## config.mk

```make
export PLATFORM = sky130hd
export DESIGN_NAME = sram_tdp_be
export DESIGN_NICKNAME = d
export VERILOG_FILES = /design/src/rtl/sram_tdp_be.sv
export SDC_FILE = /design/constraint.sdc
export NUM_CORES = 1
export LEC_CHECK = 0
export CAP_MARGIN = 20
export CELL_PAD_IN_SITES_DETAIL_PLACEMENT = 0
export CELL_PAD_IN_SITES_GLOBAL_PLACEMENT = 1
export CORE_ASPECT_RATIO = 0.75
export CORE_MARGIN = 2
export CORE_UTILIZATION = 35
export DETAILED_ROUTE_END_ITERATION = 7
export PLACE_DENSITY = 0.61
export SKIP_CTS_REPAIR_TIMING = 1
export SYNTH_ARGS = -nofsm -noshare
export SYNTH_HDL_FRONTEND = slang
export SYNTH_SLANG_ARGS = --single-unit
```

## constraint.sdc

```tcl
create_clock -name clk -period 5.91 [get_ports clk]
set_input_delay 1.182 -clock clk [delete_from_list [all_inputs] [get_ports clk]]
set_output_delay 1.182 -clock clk [all_outputs]
set_load 0.02 [all_outputs]
```

## src/rtl/sram_tdp_be.sv

```systemverilog
// sram_tdp_be: single-clock true dual-port SRAM with per-port byte enables,
// selectable read latency (1 or 2), per-port read-during-write mode, a
// defined same-address collision policy and an optional post-reset clear sweep.
//
// Ports:
//   clk, rst              clock; asynchronous active-high reset
//   cs                    chip select, gates both ports
//   we_X, re_X            port X write / read enable            (X = A, B)
//   be_X                  port X byte enables (bit i -> lane i)
//   add_X                 port X address
//   data_inX / data_outX  port X write data / registered read data
//   valid_X               one-cycle pulse per completed read on port X
//   collision             pulse: both ports wrote one address with overlapping lanes
//   busy                  clear sweep in progress; port requests ignored
module sram_tdp_be #(
    parameter int unsigned depth          = 16,
    parameter int unsigned width          = 32,
    parameter int unsigned READ_LAT       = 1,
    parameter int unsigned WRITE_FIRST    = 0,
    parameter int unsigned CLEAR_ON_RESET = 1
) (
    input  logic                     clk,
    input  logic                     rst,
    input  logic                     cs,
    input  logic                     we_A,
    input  logic                     re_A,
    input  logic [width/8-1:0]       be_A,
    input  logic [$clog2(depth)-1:0] add_A,
    input  logic [width-1:0]         data_inA,
    output logic [width-1:0]         data_outA,
    output logic                     valid_A,
    input  logic                     we_B,
    input  logic                     re_B,
    input  logic [width/8-1:0]       be_B,
    input  logic [$clog2(depth)-1:0] add_B,
    input  logic [width-1:0]         data_inB,
    output logic [width-1:0]         data_outB,
    output logic                     valid_B,
    output logic                     collision,
    output logic                     busy
);

    localparam int unsigned AW = $clog2(depth);
    localparam int unsigned NB = width / 8;

    typedef enum logic {S_IDLE, S_CLEAR} state_t;

    logic [width-1:0] r_mem [depth];

    state_t          r_state, w_state_nxt;
    logic [AW-1:0]   r_ptr, w_ptr_nxt;
    logic            r_busy, w_busy_nxt;
    logic            w_clr_we;

    logic            r_s1_vA, r_s1_vB;
    logic [width-1:0] r_s1_dA, r_s1_dB;
    logic            r_vA, r_vB, r_coll;
    logic [width-1:0] r_doutA, r_doutB;

    logic            w_acc, w_inr_A, w_inr_B, w_wr_A, w_wr_B, w_rd_A, w_rd_B;
    logic [width-1:0] w_old_A, w_old_B, w_base_A, w_wdata_A, w_wdata_B;
    logic [width-1:0] w_rdata_A, w_rdata_B;

    // Replace lanes of old_w with new_w wherever be is set.
    function automatic logic [width-1:0] f_merge(input logic [width-1:0] old_w,
                                                 input logic [width-1:0] new_w,
                                                 input logic [NB-1:0]    be);
        logic [width-1:0] res;
        res = old_w;
        for (int i = 0; i < int'(NB); i++) begin
            if (be[i]) res[8*i +: 8] = new_w[8*i +: 8];
        end
        return res;
    endfunction

    // Request qualification; out-of-range writes are dropped, reads return 0.
    assign w_acc   = cs && !r_busy;
    assign w_inr_A = 32'(add_A) < depth;
    assign w_inr_B = 32'(add_B) < depth;
    assign w_wr_A  = w_acc && we_A && w_inr_A;
    assign w_wr_B  = w_acc && we_B && w_inr_B;
    assign w_rd_A  = w_acc && re_A;
    assign w_rd_B  = w_acc && re_B;

    // Write/read data paths. On a same-address double write, port A's word is
    // built on top of port B's lanes so A wins only where both are enabled.
    always_comb begin
        w_old_A   = w_inr_A ? r_mem[add_A] : '0;
        w_old_B   = w_inr_B ? r_mem[add_B] : '0;
        w_base_A  = (w_wr_B && (add_B == add_A)) ? f_merge(w_old_A, data_inB, be_B) : w_old_A;
        w_wdata_A = f_merge(w_base_A, data_inA, be_A);
        w_wdata_B = f_merge(w_old_B, data_inB, be_B);
        w_rdata_A = ((WRITE_FIRST != 0) && we_A && w_inr_A) ? f_merge(w_old_A, data_inA, be_A) : w_old_A;
        w_rdata_B = ((WRITE_FIRST != 0) && we_B && w_inr_B) ? f_merge(w_old_B, data_inB, be_B) : w_old_B;
    end

    // Array: untouched while rst is high; the clear sweep owns it while busy.
    always_ff @(posedge clk) begin
        if (!rst) begin
            if (w_clr_we) begin
                r_mem[r_ptr] <= '0;
            end else begin
                if (w_wr_B) r_mem[add_B] <= w_wdata_B;
                if (w_wr_A) r_mem[add_A] <= w_wdata_A;
            end
        end
    end

    // Clear FSM state register.
    always_ff @(posedge clk or posedge rst) begin
        if (rst) begin
            r_state <= (CLEAR_ON_RESET != 0) ? S_CLEAR : S_IDLE;
            r_ptr   <= '0;
            r_busy  <= (CLEAR_ON_RESET != 0);
        end else begin
            r_state <= w_state_nxt;
            r_ptr   <= w_ptr_nxt;
            r_busy  <= w_busy_nxt;
        end
    end

    // Clear FSM next state: one word zeroed per cycle, busy drops on entering IDLE.
    always_comb begin
        w_state_nxt = r_state;
        w_ptr_nxt   = r_ptr;
        w_busy_nxt  = 1'b0;
        w_clr_we    = 1'b0;
        case (r_state)
            S_CLEAR: begin
                w_clr_we = 1'b1;
                if (32'(r_ptr) == depth - 1) begin
                    w_state_nxt = S_IDLE;
                    w_ptr_nxt   = '0;
                    w_busy_nxt  = 1'b0;
                end else begin
                    w_ptr_nxt  = r_ptr + AW'(1);
                    w_busy_nxt = 1'b1;
                end
            end
            default: begin
                w_state_nxt = S_IDLE;
            end
        endcase
    end

    // Read pipeline and collision flag; data_out holds when no read completes.
    always_ff @(posedge clk or posedge rst) begin
        if (rst) begin
            r_s1_vA <= 1'b0;
            r_s1_vB <= 1'b0;
            r_s1_dA <= '0;
            r_s1_dB <= '0;
            r_vA    <= 1'b0;
            r_vB    <= 1'b0;
            r_doutA <= '0;
            r_doutB <= '0;
            r_coll  <= 1'b0;
        end else begin
            r_s1_vA <= w_rd_A;
            r_s1_vB <= w_rd_B;
            r_s1_dA <= w_rdata_A;
            r_s1_dB <= w_rdata_B;
            if (READ_LAT == 2) begin
                r_vA <= r_s1_vA;
                r_vB <= r_s1_vB;
                if (r_s1_vA) r_doutA <= r_s1_dA;
                if (r_s1_vB) r_doutB <= r_s1_dB;
            end else begin
                r_vA <= w_rd_A;
                r_vB <= w_rd_B;
                if (w_rd_A) r_doutA <= w_rdata_A;
                if (w_rd_B) r_doutB <= w_rdata_B;
            end
            r_coll <= w_wr_A && w_wr_B && (add_A == add_B) && ((be_A & be_B) != '0);
        end
    end

    assign data_outA = r_doutA;
    assign data_outB = r_doutB;
    assign valid_A   = r_vA;
    assign valid_B   = r_vB;
    assign collision = r_coll;
    assign busy      = r_busy;

endmodule
```

==> run summary <==
Clk_lat worst skew = 0.63 ns
Final std cells w/o fill = 3630
Routed Antenna Nets = 0
Critical path type = primary input to register
Clk slew on worst S/H paths = 0.06 ns
Final core utilization = 41.6%
Area occupied by multi-input gates = 0.0149 mm²
Critical Path Sink Type = register
Clock tree buffer depth = 3
Mean Syn Cell Area = 15.0 µm²
Area post-placement = 0.0366 mm²
Setup crit start kind = primary input
Global-route wire length before repair = 171000 µm
Maximum Capacitance Violations = 0
Synthesized area = 0.0329 mm²
Overall Power = 10.2 mW
DR DRC count = 0
Hpwl dp = 75200 µm
Synth Area in Simple Gates = 3.02%
CTS Sinks = 584
Multiplexer share of the synthesized area = 34.7%
Synthesis-stage register bit count = 584
Gr ovfl total = 0
TritonCTS buffer count = 68
Transition time of the tightest slew-check pin = 1.12 ns
Combinational share of power = 13.9%
Worst hold path class = register to register
Nets = 2429
Die height = 269 µm
Sw Ratio = 26.1%
Sequential Power Share = 45.3%
Die W = 358 µm
Core Area = 0.0932 mm²
Int Pwr = 7.56 mW
Total area of sequential cells = 0.0172 mm²
Area contributors post-synth = edfxtp_1 47%, mux2i_1 19%, mux4_2 14%, dfrtp_1 5.4%, a22oi_1 1.8%
Clock tree from TritonCTS = built
Placed cells = 3508
Fill cells = 8499
Xor/xnor share of the synthesized area = 0.133%
DR WL/cell = 33.3 µm
Cell area after layout = 0.0388 mm²
WHS = 0.476 ns
Setup WS pre-CTS = 1.21 ns
Post-layout min period = 4.15 ns
GRT Overall Usage = 24.7%
CP Data Arrival Time = 4.42 ns
Syn nets = 2282
Final Hold Viols = 0
Max Freq = 0.241 GHz
Layout cells sized above 1 = 23.1%
Root Driver = clkbuf_16
1st-iter DRT viols = 2706
Post-synth top area cell = edfxtp_1
Adder-Cell Fraction of Synth Area = 0.0381%
Data required, critical path = 6.18 ns
Vias = 22409
Setup TNS = 0 ns
RSZ-0062 raised after global routing = no
Rows = 97
DR pass1 iterations = 6
Complex-gate fraction of the synthesized area = 6.41%
Finish-stage setup viols = 0
IO Count = 155
Most frequent cells in the layout = 638 x mux2i_1, 512 x edfxtp_1, 206 x mux4_2
Vias per inst = 6.17
CP Max Fanout = 19
Synth Instances = 2194
P per Cell Area = 264 mW/mm²
Clock power frac = 40.8%
Leak = 13.7 nW
Vias in the first global route = 22893
Final wirelength = 121000 µm
H-tree depth = 3
Synth warn = 0
Tcrit/Tclk final = 70.2%
Die area = 0.0964 mm²
Area growth syn-to-layout = 17.9%
Slew Viols, Final = 0
Peak supply drop = 0.000177 V
Slew headroom = 25.2%
Min setup slack post-route = 1.76 ns
Largest net degree at the start of global routing = 72
Outcome = finished, final reports clean
I/O Buffers = 154
Starting Density = 35.3%
Synth top area share = 46.8%
P_sw = 2.67 mW
Synth cell types = 45
Worst clock skew = 0.0181 ns
Combinational family with the most area after synthesis = multiplexers
Diodes inserted = 0
Commonest non-fill, non-tap cell in the layout = mux2i_1
RD Place Congestion = 0.857
Part of the Yosys area used for sequential elements = 52.2%
Initial antenna violation count = 1
[power by group through the flow]
stage,Sequential [mW],Combinational (mW),Clock (mW)
3_3_place_gp,4.71,1.40,0
6_report,4.63,1.42,4.18
2_1_floorplan,4.80,0.721,0
3_5_place_dp,4.72,1.41,0
5_1_grt,4.64,1.50,4.40
4_1_cts,4.63,1.42,4.25
[critical path: stages]
cell and delay [ns]:
clkdlybuf4s50_1 0.57, nor2b_1 0.47, and3_1 0.29, nand3b_1 0.49, nor3_2 0.40, buf_4 0.39
o21bai_4 0.20, buf_4 0.40
[flip-flops by register name, indices dropped and copies added (netlist names)]
| register | cells |
|---|---|
| r_mem | 512 |
| data_outA | 32 |
| data_outB | 32 |
| r_ptr | 4 |
| busy | 1 |
| collision | 1 |
| valid_A | 1 |
| valid_B | 1 |
[synth_stat cells]
| cell type | n |
|---|---|
| mux4_2 | 206 |
| and2_1 | 11 |
| o2bb2ai_1 | 25 |
| nand3b_1 | 2 |
| nand3_1 | 3 |
| o211ai_1 | 25 |
| mux2i_1 | 638 |
| a222oi_1 | 57 |
| nor4b_2 | 4 |
| nor4_1 | 1 |
| o21ai_1 | 7 |
| a31oi_1 | 5 |
| nor3b_1 | 2 |
| edfxtp_1 | 512 |
| a21boi_0 | 25 |
| nor2b_1 | 9 |
| xnor2_1 | 5 |
| a22oi_1 | 78 |
| clkinv_1 | 2 |
| o31ai_1 | 1 |
| a221oi_1 | 1 |
| dfrtp_1 | 71 |
| buf_1 | 12 |
| inv_1 | 3 |
| a32oi_1 | 1 |
| nor2_1 | 16 |
| o21ai_0 | 5 |
| a21o_1 | 7 |
| buf_4 | 23 |
| dfstp_2 | 1 |
| and3_1 | 4 |
| nor3_2 | 1 |
| clkbuf_1 | 153 |
| nand2b_1 | 27 |
| buf_6 | 8 |
| o22ai_1 | 9 |
| nand2_1 | 124 |
| o21bai_1 | 3 |
| ha_1 | 1 |
| a22o_1 | 1 |
| mux2_2 | 35 |
| nor3_1 | 4 |
| nand4_1 | 1 |
| buf_2 | 45 |
| a21oi_1 | 20 |
[final timing paths]
path	startpoint	endpoint	slack, ns	cells after the start
min in group asynchronous	rst	r_ptr[0]	1.32	3
max	cs	r_mem[1][2]	1.76	8
max in group asynchronous	rst	data_outB[17]	4.11	3
min reg2reg	data_outB[13]	data_outB[13]	0.48	2
min	data_outB[13]	data_outB[13]	0.48	2
max reg2reg	busy	r_mem[1][2]	2.50	7
[metal layers]
layer / up-vias / wire length, µm / global-route usage [%] / share of wire [%]
li1: 9203 / - / - / -
met1: 11820 / 51700 / 35.1 / 43
met2: 1179 / 54300 / 37.4 / 45
met3: 207 / 11200 / 5.90 / 9.2
met4: 0 / 3490 / 7.30 / 2.9
met5: - / 0 / 0 / 0
[logic make-up after synthesis]
group | Yosys count
multiplexers | 879
flip-flops | 584
AO/OA/AOI/OAI | 270
buffers and inverters | 246
AND/OR/NAND/NOR | 209
XOR/XNOR | 5
adder cells (fa/ha/maj) | 1
[layout make-up]
class                   instances  share of cell area (%)
flip-flops and latches        584                    44.3
multi-input cells            1364                    38.5
repair buffers                318                    7.70
clock buffers                  93                    4.91
well taps                    1237                    3.99
clock inverters                29                   0.578
inverters                       5                  0.0549
Power figures use the tool's default switching activity.
